File: config.mk
export PLATFORM = sky130hd
export DESIGN_NAME = hs_npu_axil_csr_bridge
export DESIGN_NICKNAME = d
export VERILOG_FILES = /design/src/rtl/hs_npu_axil_csr_bridge.sv
export SDC_FILE = /design/constraint.sdc
export NUM_CORES = 1
export LEC_CHECK = 0
export BUFFER_PORTS_ARGS = -buffer_cell sky130_fd_sc_hd__buf_2
export CORE_MARGIN = 2
export CORE_UTILIZATION = 51
export CTS_CLUSTER_DIAMETER = 50
export DETAILED_ROUTE_END_ITERATION = 12
export GPL_TIMING_DRIVEN = 0
export HOLD_SLACK_MARGIN = 0.02
export PLACE_DENSITY = 0.85
export RECOVER_POWER = 50
export SLEW_MARGIN = 10
export SYNTH_ARGS = -nofsm -noshare
export SYNTH_HDL_FRONTEND = slang
export SYNTH_SLANG_ARGS = --single-unit
export TNS_END_PERCENT = 20
File: constraint.sdc
create_clock -name clk -period 4.17 [get_ports clk]
set_input_delay 0.6255 -clock clk [delete_from_list [all_inputs] [get_ports clk]]
set_output_delay 0.6255 -clock clk [all_outputs]
set_load 0.01 [all_outputs]
File: src/rtl/hs_npu_axil_csr_bridge.sv
// hs_npu_axil_csr_bridge
//   AXI4-Lite slave front-end for the NPU control/status register window.
//   Accepts AW and W into independent one-entry buffers, checks the word
//   index against the implemented window (SLVERR outside it), and drives a
//   simple single-cycle register port shared by the write and read paths.
//   Reads return reg_rdata sampled RD_LATENCY cycles after reg_re.
//
// Ports
//   clk, rst_n                       clock, asynchronous active-low reset
//   csr_aw* / csr_w* / csr_b*        AXI4-Lite write address/data/response
//   csr_ar* / csr_r*                 AXI4-Lite read address/data
//   reg_addr                         register word index
//   reg_we, reg_wdata, reg_wstrb     one-cycle write strobe with data/enables
//   reg_re, reg_rdata                one-cycle read strobe, returned data
//
// Handshake rule (all AXI channels): a transfer happens in a cycle where
// valid and ready are both high at the rising clock edge. A source holds
// valid and its payload stable until that edge; this block never waits on
// valid before raising ready, and holds bvalid/bresp and rvalid/rdata/rresp
// stable until bready/rready.
//
// Arbitration: a write strobe always wins the register port. A read in its
// issue state holds off for the cycle in which reg_we fires and issues on
// the following cycle, so it observes the newly written value.
//
// FSM state is visible on the internal signals wr_state and rd_state.
module hs_npu_axil_csr_bridge #(
  parameter int ADDR_WIDTH   = 16,
  parameter int DATA_WIDTH   = 32,
  parameter int WINDOW_WORDS = 64,
  parameter int RD_LATENCY   = 1
) (
  input  logic                          clk,
  input  logic                          rst_n,
  input  logic                          csr_awvalid,
  output logic                          csr_awready,
  input  logic [ADDR_WIDTH-1:0]         csr_awaddr,
  input  logic [2:0]                    csr_awprot,
  input  logic                          csr_wvalid,
  output logic                          csr_wready,
  input  logic [DATA_WIDTH-1:0]         csr_wdata,
  input  logic [DATA_WIDTH/8-1:0]       csr_wstrb,
  output logic                          csr_bvalid,
  input  logic                          csr_bready,
  output logic [1:0]                    csr_bresp,
  input  logic                          csr_arvalid,
  output logic                          csr_arready,
  input  logic [ADDR_WIDTH-1:0]         csr_araddr,
  input  logic [2:0]                    csr_arprot,
  output logic                          csr_rvalid,
  input  logic                          csr_rready,
  output logic [DATA_WIDTH-1:0]         csr_rdata,
  output logic [1:0]                    csr_rresp,
  output logic [$clog2(WINDOW_WORDS)-1:0] reg_addr,
  output logic                          reg_we,
  output logic [DATA_WIDTH-1:0]         reg_wdata,
  output logic [DATA_WIDTH/8-1:0]       reg_wstrb,
  output logic                          reg_re,
  input  logic [DATA_WIDTH-1:0]         reg_rdata
);

  localparam int STRB_W = DATA_WIDTH / 8;
  localparam int OFFS   = $clog2(STRB_W);
  localparam int IDX_W  = $clog2(WINDOW_WORDS);
  localparam logic [ADDR_WIDTH-1:0] WIN_LIMIT = ADDR_WIDTH'(WINDOW_WORDS);
  localparam logic [1:0] LAT_LAST = (RD_LATENCY == 0) ? 2'd0 : 2'(RD_LATENCY - 1);
  localparam logic [1:0] RESP_OKAY   = 2'b00;
  localparam logic [1:0] RESP_SLVERR = 2'b10;

  typedef enum logic [1:0] {W_IDLE, W_ISSUE, W_RESP} wr_state_t;
  typedef enum logic [1:0] {R_IDLE, R_ISSUE, R_WAIT, R_RESP} rd_state_t;

  wr_state_t wr_state;
  rd_state_t rd_state;

  // Write-side buffers
  logic                  aw_full, w_full;
  logic [ADDR_WIDTH-1:0] aw_addr_q;
  logic [DATA_WIDTH-1:0] w_data_q;
  logic [STRB_W-1:0]     w_strb_q;
  logic                  awready_q, wready_q;
  logic                  bvalid_q;
  logic [1:0]            bresp_q;

  // Read-side state
  logic [ADDR_WIDTH-1:0] ar_addr_q;
  logic                  arready_q;
  logic                  rvalid_q;
  logic [DATA_WIDTH-1:0] rdata_q;
  logic [1:0]            rresp_q;
  logic [1:0]            lat_cnt;

  logic                  aw_hs, w_hs, b_hs;
  logic                  aw_full_nxt, w_full_nxt;
  logic [ADDR_WIDTH-1:0] wr_idx, rd_idx;
  logic                  wr_in_range, rd_in_range;
  logic                  wr_issue, rd_issue;

  // Protection bits carry no meaning for this register window.
  logic unused_prot;
  assign unused_prot = ^{csr_awprot, csr_arprot};

  assign aw_hs = csr_awvalid && awready_q;
  assign w_hs  = csr_wvalid && wready_q;
  assign b_hs  = bvalid_q && csr_bready;

  // A buffer frees only on the write response handshake, which is what
  // limits the write path to one outstanding transaction.
  assign aw_full_nxt = b_hs ? 1'b0 : (aw_full || aw_hs);
  assign w_full_nxt  = b_hs ? 1'b0 : (w_full || w_hs);

  // Low address bits select a byte within the word and are dropped.
  assign wr_idx      = aw_addr_q >> OFFS;
  assign rd_idx      = ar_addr_q >> OFFS;
  assign wr_in_range = wr_idx < WIN_LIMIT;
  assign rd_in_range = rd_idx < WIN_LIMIT;

  assign wr_issue = (wr_state == W_ISSUE) && wr_in_range;
  assign rd_issue = (rd_state == R_ISSUE) && rd_in_range && !wr_issue;

  assign reg_we    = wr_issue;
  assign reg_re    = rd_issue;
  assign reg_addr  = wr_issue ? wr_idx[IDX_W-1:0] :
                     (rd_issue ? rd_idx[IDX_W-1:0] : '0);
  assign reg_wdata = wr_issue ? w_data_q : '0;
  assign reg_wstrb = wr_issue ? w_strb_q : '0;

  assign csr_awready = awready_q;
  assign csr_wready  = wready_q;
  assign csr_bvalid  = bvalid_q;
  assign csr_bresp   = bresp_q;
  assign csr_arready = arready_q;
  assign csr_rvalid  = rvalid_q;
  assign csr_rdata   = rdata_q;
  assign csr_rresp   = rresp_q;

  // AW / W one-entry buffers; ready is the registered complement of full.
  always_ff @(posedge clk or negedge rst_n) begin
    if (!rst_n) begin
      aw_full   <= 1'b0;
      w_full    <= 1'b0;
      aw_addr_q <= '0;
      w_data_q  <= '0;
      w_strb_q  <= '0;
      awready_q <= 1'b0;
      wready_q  <= 1'b0;
    end else begin
      aw_full   <= aw_full_nxt;
      w_full    <= w_full_nxt;
      awready_q <= !aw_full_nxt;
      wready_q  <= !w_full_nxt;
      if (aw_hs) aw_addr_q <= csr_awaddr;
      if (w_hs) begin
        w_data_q <= csr_wdata;
        w_strb_q <= csr_wstrb;
      end
    end
  end

  // Write FSM
  always_ff @(posedge clk or negedge rst_n) begin
    if (!rst_n) begin
      wr_state <= W_IDLE;
      bvalid_q <= 1'b0;
      bresp_q  <= RESP_OKAY;
    end else begin
      case (wr_state)
        W_IDLE: begin
          if (aw_full && w_full) wr_state <= W_ISSUE;
        end
        W_ISSUE: begin
          bvalid_q <= 1'b1;
          bresp_q  <= wr_in_range ? RESP_OKAY : RESP_SLVERR;
          wr_state <= W_RESP;
        end
        W_RESP: begin
          if (csr_bready) begin
            bvalid_q <= 1'b0;
            bresp_q  <= RESP_OKAY;
            wr_state <= W_IDLE;
          end
        end
        default: wr_state <= W_IDLE;
      endcase
    end
  end

  // Read FSM
  always_ff @(posedge clk or negedge rst_n) begin
    if (!rst_n) begin
      rd_state  <= R_IDLE;
      arready_q <= 1'b0;
      ar_addr_q <= '0;
      rvalid_q  <= 1'b0;
      rdata_q   <= '0;
      rresp_q   <= RESP_OKAY;
      lat_cnt   <= '0;
    end else begin
      case (rd_state)
        R_IDLE: begin
          if (arready_q && csr_arvalid) begin
            ar_addr_q <= csr_araddr;
            arready_q <= 1'b0;
            rd_state  <= R_ISSUE;
          end else begin
            arready_q <= 1'b1;
          end
        end
        R_ISSUE: begin
          if (!rd_in_range) begin
            rdata_q  <= '0;
            rresp_q  <= RESP_SLVERR;
            rvalid_q <= 1'b1;
            rd_state <= R_RESP;
          end else if (!wr_issue) begin
            // Strobe fires this cycle (rd_issue); with zero latency the
            // register file answers in the same cycle.
            if (RD_LATENCY == 0) begin
              rdata_q  <= reg_rdata;
              rresp_q  <= RESP_OKAY;
              rvalid_q <= 1'b1;
              rd_state <= R_RESP;
            end else begin
              lat_cnt  <= '0;
              rd_state <= R_WAIT;
            end
          end
        end
        R_WAIT: begin
          if (lat_cnt == LAT_LAST) begin
            rdata_q  <= reg_rdata;
            rresp_q  <= RESP_OKAY;
            rvalid_q <= 1'b1;
            rd_state <= R_RESP;
          end else begin
            lat_cnt <= lat_cnt + 2'd1;
          end
        end
        R_RESP: begin
          if (csr_rready) begin
            rvalid_q  <= 1'b0;
            arready_q <= 1'b1;
            rd_state  <= R_IDLE;
          end
        end
        default: rd_state <= R_IDLE;
      endcase
    end
  end

endmodule

# Yosys cells after proc, flatten, opt, wreduce, memory -nomap -nowiden

Index checks and enable logic that the tools add are counted.

Word-level logic and storage cells: 99
Bits in registers: 117
Input bits: 113

Reduce and logical (&&, ||, !) cells: 28
Mux-type cells: 36
$lt $le $gt $ge: 2
Eq/ne operators: 15
Add/subtract/negate cells: 1

Operators with widths:

| operator                                                                       | number |
|---|---|
| 32-bit two-way mux                                                             | 3 |
| 32-bit one-hot mux with 2 select lines                                         | 1 |
| 14-bit by 7-bit less-than comparator with 1-bit output (second input constant) | 2 |
| 2-bit two-way mux                                                              | 13 |
| 2-bit != test (second input constant)                                          | 9 |
| 6-bit two-way mux                                                              | 2 |
| 2-bit one-hot mux with 2 select lines                                          | 3 |
| 4-bit AND reduction                                                            | 3 |
| 1-bit logical AND                                                              | 8 |
| 1-bit two-way mux                                                              | 8 |
| 2-bit one-hot mux with 4 select lines                                          | 1 |
| 2-bit AND reduction                                                            | 4 |
| 2-bit equality test (second input constant)                                    | 3 |
| 2-bit logical NOT                                                              | 3 |
| 2-bit one-hot mux with 3 select lines                                          | 1 |
| 2-bit nonzero test                                                             | 3 |
| 2-bit by 1-bit equality test with 1-bit output (second input constant)         | 2 |
| 4-bit two-way mux                                                              | 1 |
| 1-bit one-hot mux with 2 select lines                                          | 2 |
| 1-bit logical NOT                                                              | 3 |
| 3-bit != test (second input constant)                                          | 1 |
| 1-bit one-hot mux with 3 select lines                                          | 1 |
| 3-bit AND reduction                                                            | 1 |
| 3-bit nonzero test                                                             | 1 |
| 2 further kinds                                                                | 3 |

# Logic depth before layout (Yosys ltp)

Word-level depth: 6
Mapped depth: 7
Depth with buffers taken out: 7

# Worst setup path after synthesis

Ideal clock, no wire load.

Kind: register to output
Start: register rd_state[1]
End: output reg_addr[0]
Cell stages (with the launch flop): 6
Required time: 3.544 ns
Path buffers: 0
Arrival: 1.480 ns
Path slack: 2.064 ns
Path through: dfrtp_1 > inv_1 > ha_1 > nand3_4 > nor2_1 > a22o_1

Longest elaborated chain between the ends: 5

Ends and longest elaborated chain:

| element                                        | RTL line | text |
|---|---|---|
| start: declaration                             | 74       | `rd_state_t rd_state;` |
| start signal: assignment                       | 191      | `rd_state <= R_IDLE;` |
| start signal: assignment                       | 204      | `rd_state <= R_ISSUE;` |
| start signal: assignment                       | 214      | `rd_state <= R_RESP;` |
| 2-bit by 1-bit equality test with 1-bit output | 119      | `assign rd_issue = (rd_state == R_ISSUE) && rd_in_range && !wr_issue;` |
| 1-bit logical AND (2 in a row)                 | 119      |  |
| via reg_re                                     | 58       | `output logic reg_re,` |
| 6-bit two-way mux                              | 124      | `(rd_issue ? rd_idx[IDX_W-1:0] : '0);` |
| 6-bit two-way mux                              | 123      | `assign reg_addr = wr_issue ? wr_idx[IDX_W-1:0] :` |
| end: declaration                               | 54       | `output logic [$clog2(WINDOW_WORDS)-1:0] reg_addr,` |

The timed path passes the listed nets, and every way through them passes these cells.

# Worst setup path in the final report

Start: register aw_addr_q[15]
End: output reg_addr[4]

Longest elaborated chain between the ends: 6

Ends and longest elaborated chain:

| element                                                    | RTL line | text |
|---|---|---|
| start: declaration                                         | 78       | `logic [ADDR_WIDTH-1:0] aw_addr_q;` |
| start signal: assignment                                   | 152      | `if (aw_hs) aw_addr_q <= csr_awaddr;` |
| 14-bit by 7-bit less-than comparator with 1-bit output (*) | 115      | `assign wr_in_range = wr_idx < WIN_LIMIT;` |
| 1-bit logical AND (*)                                      | 118      | `assign wr_issue = (wr_state == W_ISSUE) && wr_in_range;` |
| 1-bit logical NOT                                          | n/a      |  |
| 1-bit logical AND                                          | 119      |  |
| 6-bit two-way mux                                          | 124      |  |
| 6-bit two-way mux (*)                                      | 123      |  |

Every way passes the cells marked *; elsewhere a longest branch is shown, timed or not.

==> run metrics <==
CTS tree built; Final HPWL DP 7.79 mm; fin nets 662; vias in the first global route 3562; Min Hold Slack 0.472 ns; post-CTS resize count 0; Final GP Congestion 0.757; Final Worst Setup Slack 1.28 ns; worst path arrival time 2.27 ns; combinational group share of total power 34.7%; CTS root buf clkbuf_8; flops & latches, synth 111; fin crit share 69.4%; WS Path Type reg -> out; min Tclk post-route 2.89 ns; Hold Fails Final Rpt 0; Synth warnings 0; Mapped Cells 346; Pleak 3.00 nW; H-tree levels 3; DIE AREA 9940 sq um; Pwr per Cell Area 639 nW/um^2; grt ovf 0; Fill cells 707; Clock Path Buffers 2; Distinct cells, synth 35; P_sw 1.26 mW; slowest stage delay, CP 0.39 ns; status finished clean; crit path capture type primary output; Antenna Cells 0; Synth area leaders dfrtp_1 59%, mux2_2 15%, a22o_1 6.8%; largest net degree at the start of global routing 93; die width 99.7 um; initial core utilization 53.0%; 1st-iter DRT viols 94; Reg clk slew, reported paths 0.10 ns; IO buf count 185; actual slew at the worst max-slew pin 1.18 ns; wire per inst 15.8 um; Post-synth EDFFs 0; initial antenna violation count 0; CP Cell Sequence nor4_1 -> and4b_1 -> buf_2 -> buf_2 -> nand2_1 -> o21ai_1 -> buf_2; worst min path class in -> async; Mapped Area 4670 sq um; Worst-Skew Late Latency 0.36 ns; GRT Overall Usage 21.7%; total wire length 10.4 mm; Slew Limit Headroom 21.6%; row count 34; area delta synth->final 26.5%; type of origin of the critical path flop; Synth area leader dfrtp_1; sequential power share 49.0%; Core Footprint 8810 sq um; maximum fanout along the worst path 10; Post-CTS Setup Bufs 0; top cell type's share of synthesized area 59.5%; Levels on crit path 7; worst vdd ir 0.372 mV; synthesized area per cell 13.5 sq um; drt via density 5.20; CP delay by family, top simple AND/OR/NAND/NOR gates; layout cells sized above 1 47.7%; # IOs 198; DRC 0; DR vias 3416; pre-CTS setup slack 1.65 ns; DRT Pass-1 Iters 4; final core utilization 67.1%; TritonCTS Buffers 9; Fmax achieved 346 MHz; most used cell, CP buf_2; Sw Ratio 33.4%; post-route setup TNS 0 ns; top_reg_cell synth dfrtp_1; post-synthesis sequential area ratio 59.5%; Clock Skew 0.0109 ns; FFs w/ async S/R, synth 100%; cell internal pwr 2.51 mW; slowest stage cell, crit path dfrtp_1; number of buffers inserted by hold repair at cts 0; clock share of power 16.3%; Die Span Y 99.7 um; R2R depth 7; fin. max-slew vios 0; unrepaired setup endpoints after global routing false; Final Setup Violations 0; clk sinks 111; first-pass GRT wire length 17.1 mm; CP required 3.54 ns; Max-Cap Viols 0; count of buffer and inverter cells on the critical path 3; number of routed nets with antenna violations 0
-- power by group through the flow --
stage | clock network, mW | registers [mW] | logic, mW
after floorplan | 0 | 1.87 | 0.887
after global placement | 0 | 1.83 | 1.27
after detailed placement | 0 | 1.87 | 1.35
after CTS | 0.633 | 1.85 | 1.36
after global routing | 0.676 | 1.92 | 1.45
final | 0.614 | 1.85 | 1.31
-- cell families (layout without fill, tap and decap cells) --
family          count (synthesis)  count (layout)  synth area share, %
simple gates                   74              74                 9.78
other cells                     1               2               0.0803
compound gates                 61              61                 10.3
flops                         111             111                 59.5
buf+inv                        29             231                 3.43
mux                            65              65                 15.6
fa+ha+maj                       5               5                 1.34
-- sequential cells by signal (all words and copies together), names as in the netlist --
signal / count
csr_arready: 1
csr_bresp: 1
csr_rdata: 32
csr_awready: 1
csr_rresp: 1
lat_cnt: 2
rd_state: 2
aw_addr_q: 14
wr_state: 2
aw_full: 1
w_data_q: 32
w_strb_q: 4
csr_rvalid: 1
w_full: 1
csr_bvalid: 1
ar_addr_q: 14
csr_wready: 1
-- layout by cell type (no fill, tap or decap), types with 2 or more instances in the layout --
cell type	Yosys	routed
o211ai_1	2	2
inv_1	9	9
o21ai_1	4	4
nor4_4	2	2
and2_1	37	36
nor2b_1	2	2
ha_1	5	5
a22o_1	36	36
conb_1	1	2
dfrtp_1	111	111
o21ai_0	7	7
buf_4	2	2
nor3_1	3	3
clkbuf_1	3	28
nor4_1	2	2
mux2_2	64	64
buf_6	4	4
nor2_1	4	4
nand2_1	13	13
clkbuf_8	0	11
buf_2	11	171
a21oi_1	4	4
and3_1	3	3
nand2b_1	2	2
inv_6	0	2
nand3_1	4	5
-- Yosys cell counts, types with 2 or more instances --
cell      instances
a21oi_1           4
a22o_1           36
and2_1           37
and3_1            3
buf_2            11
buf_4             2
buf_6             4
clkbuf_1          3
dfrtp_1         111
ha_1              5
inv_1             9
mux2_2           64
nand2_1          13
nand2b_1          2
nand3_1           4
nor2_1            4
nor2b_1           2
nor3_1            3
nor4_1            2
nor4_4            2
o211ai_1          2
o21ai_0           7
o21ai_1           4
-- per-stage QoR --
step | cells | area, sq um | power (mW)
final | 657 | 5910 | 3.77
after global routing | 657 | 5910 | 4.04
after CTS | 657 | 5960 | 3.84
after detailed placement | 641 | 5770 | 3.22
after global placement | 640 | 5740 | 3.10
after floorplan | 347 | 4670 | 2.75
-- routing by layer --
metal  vias up  share of wire [%]  global-route usage (%)
li1       1622                  -                       -
met1      1662                 41                    27.2
met2       116                 52                    37.0
met3        16                5.3                    5.27
met4         0                1.5                    7.48
met5         -                  0                       0
-- layout make-up --
cell class / instances / area [sq um] / share of cell area (%)
Clock buffer: 11 / 151 / 2.56
Clock inverter: 5 / 38.8 / 0.656
Inverter: 9 / 33.8 / 0.572
Sequential cell: 111 / 2780 / 47.0
Buffer: 20 / 126 / 2.14
Tap cell: 108 / 135 / 2.29
Timing Repair Buffer: 186 / 922 / 15.6
Multi-Input combinational cell: 207 / 1720 / 29.2
-- final timing paths --
| check | endpoint | from | slack, ns |
|---|---|---|---|
| max | reg_addr[4] | aw_addr_q[15]$_DFFE_PN0P_ | 1.28 |
| min | aw_addr_q[12]$_DFFE_PN0P_ | rst_n | 0.47 |
| max reg2reg | csr_rdata[22]$_DFFE_PN0P_ | rd_state[1]$_DFFE_PN0P_ | 2.14 |
| min reg2reg | w_data_q[2]$_DFFE_PN0P_ | w_data_q[2]$_DFFE_PN0P_ | 0.50 |
| max in group asynchronous | w_data_q[2]$_DFFE_PN0P_ | rst_n | 2.68 |
| min in group clk | csr_rdata[26]$_DFFE_PN0P_ | reg_rdata[26] | 0.47 |
No activity file was read; power rests on OpenSTA's default activity.
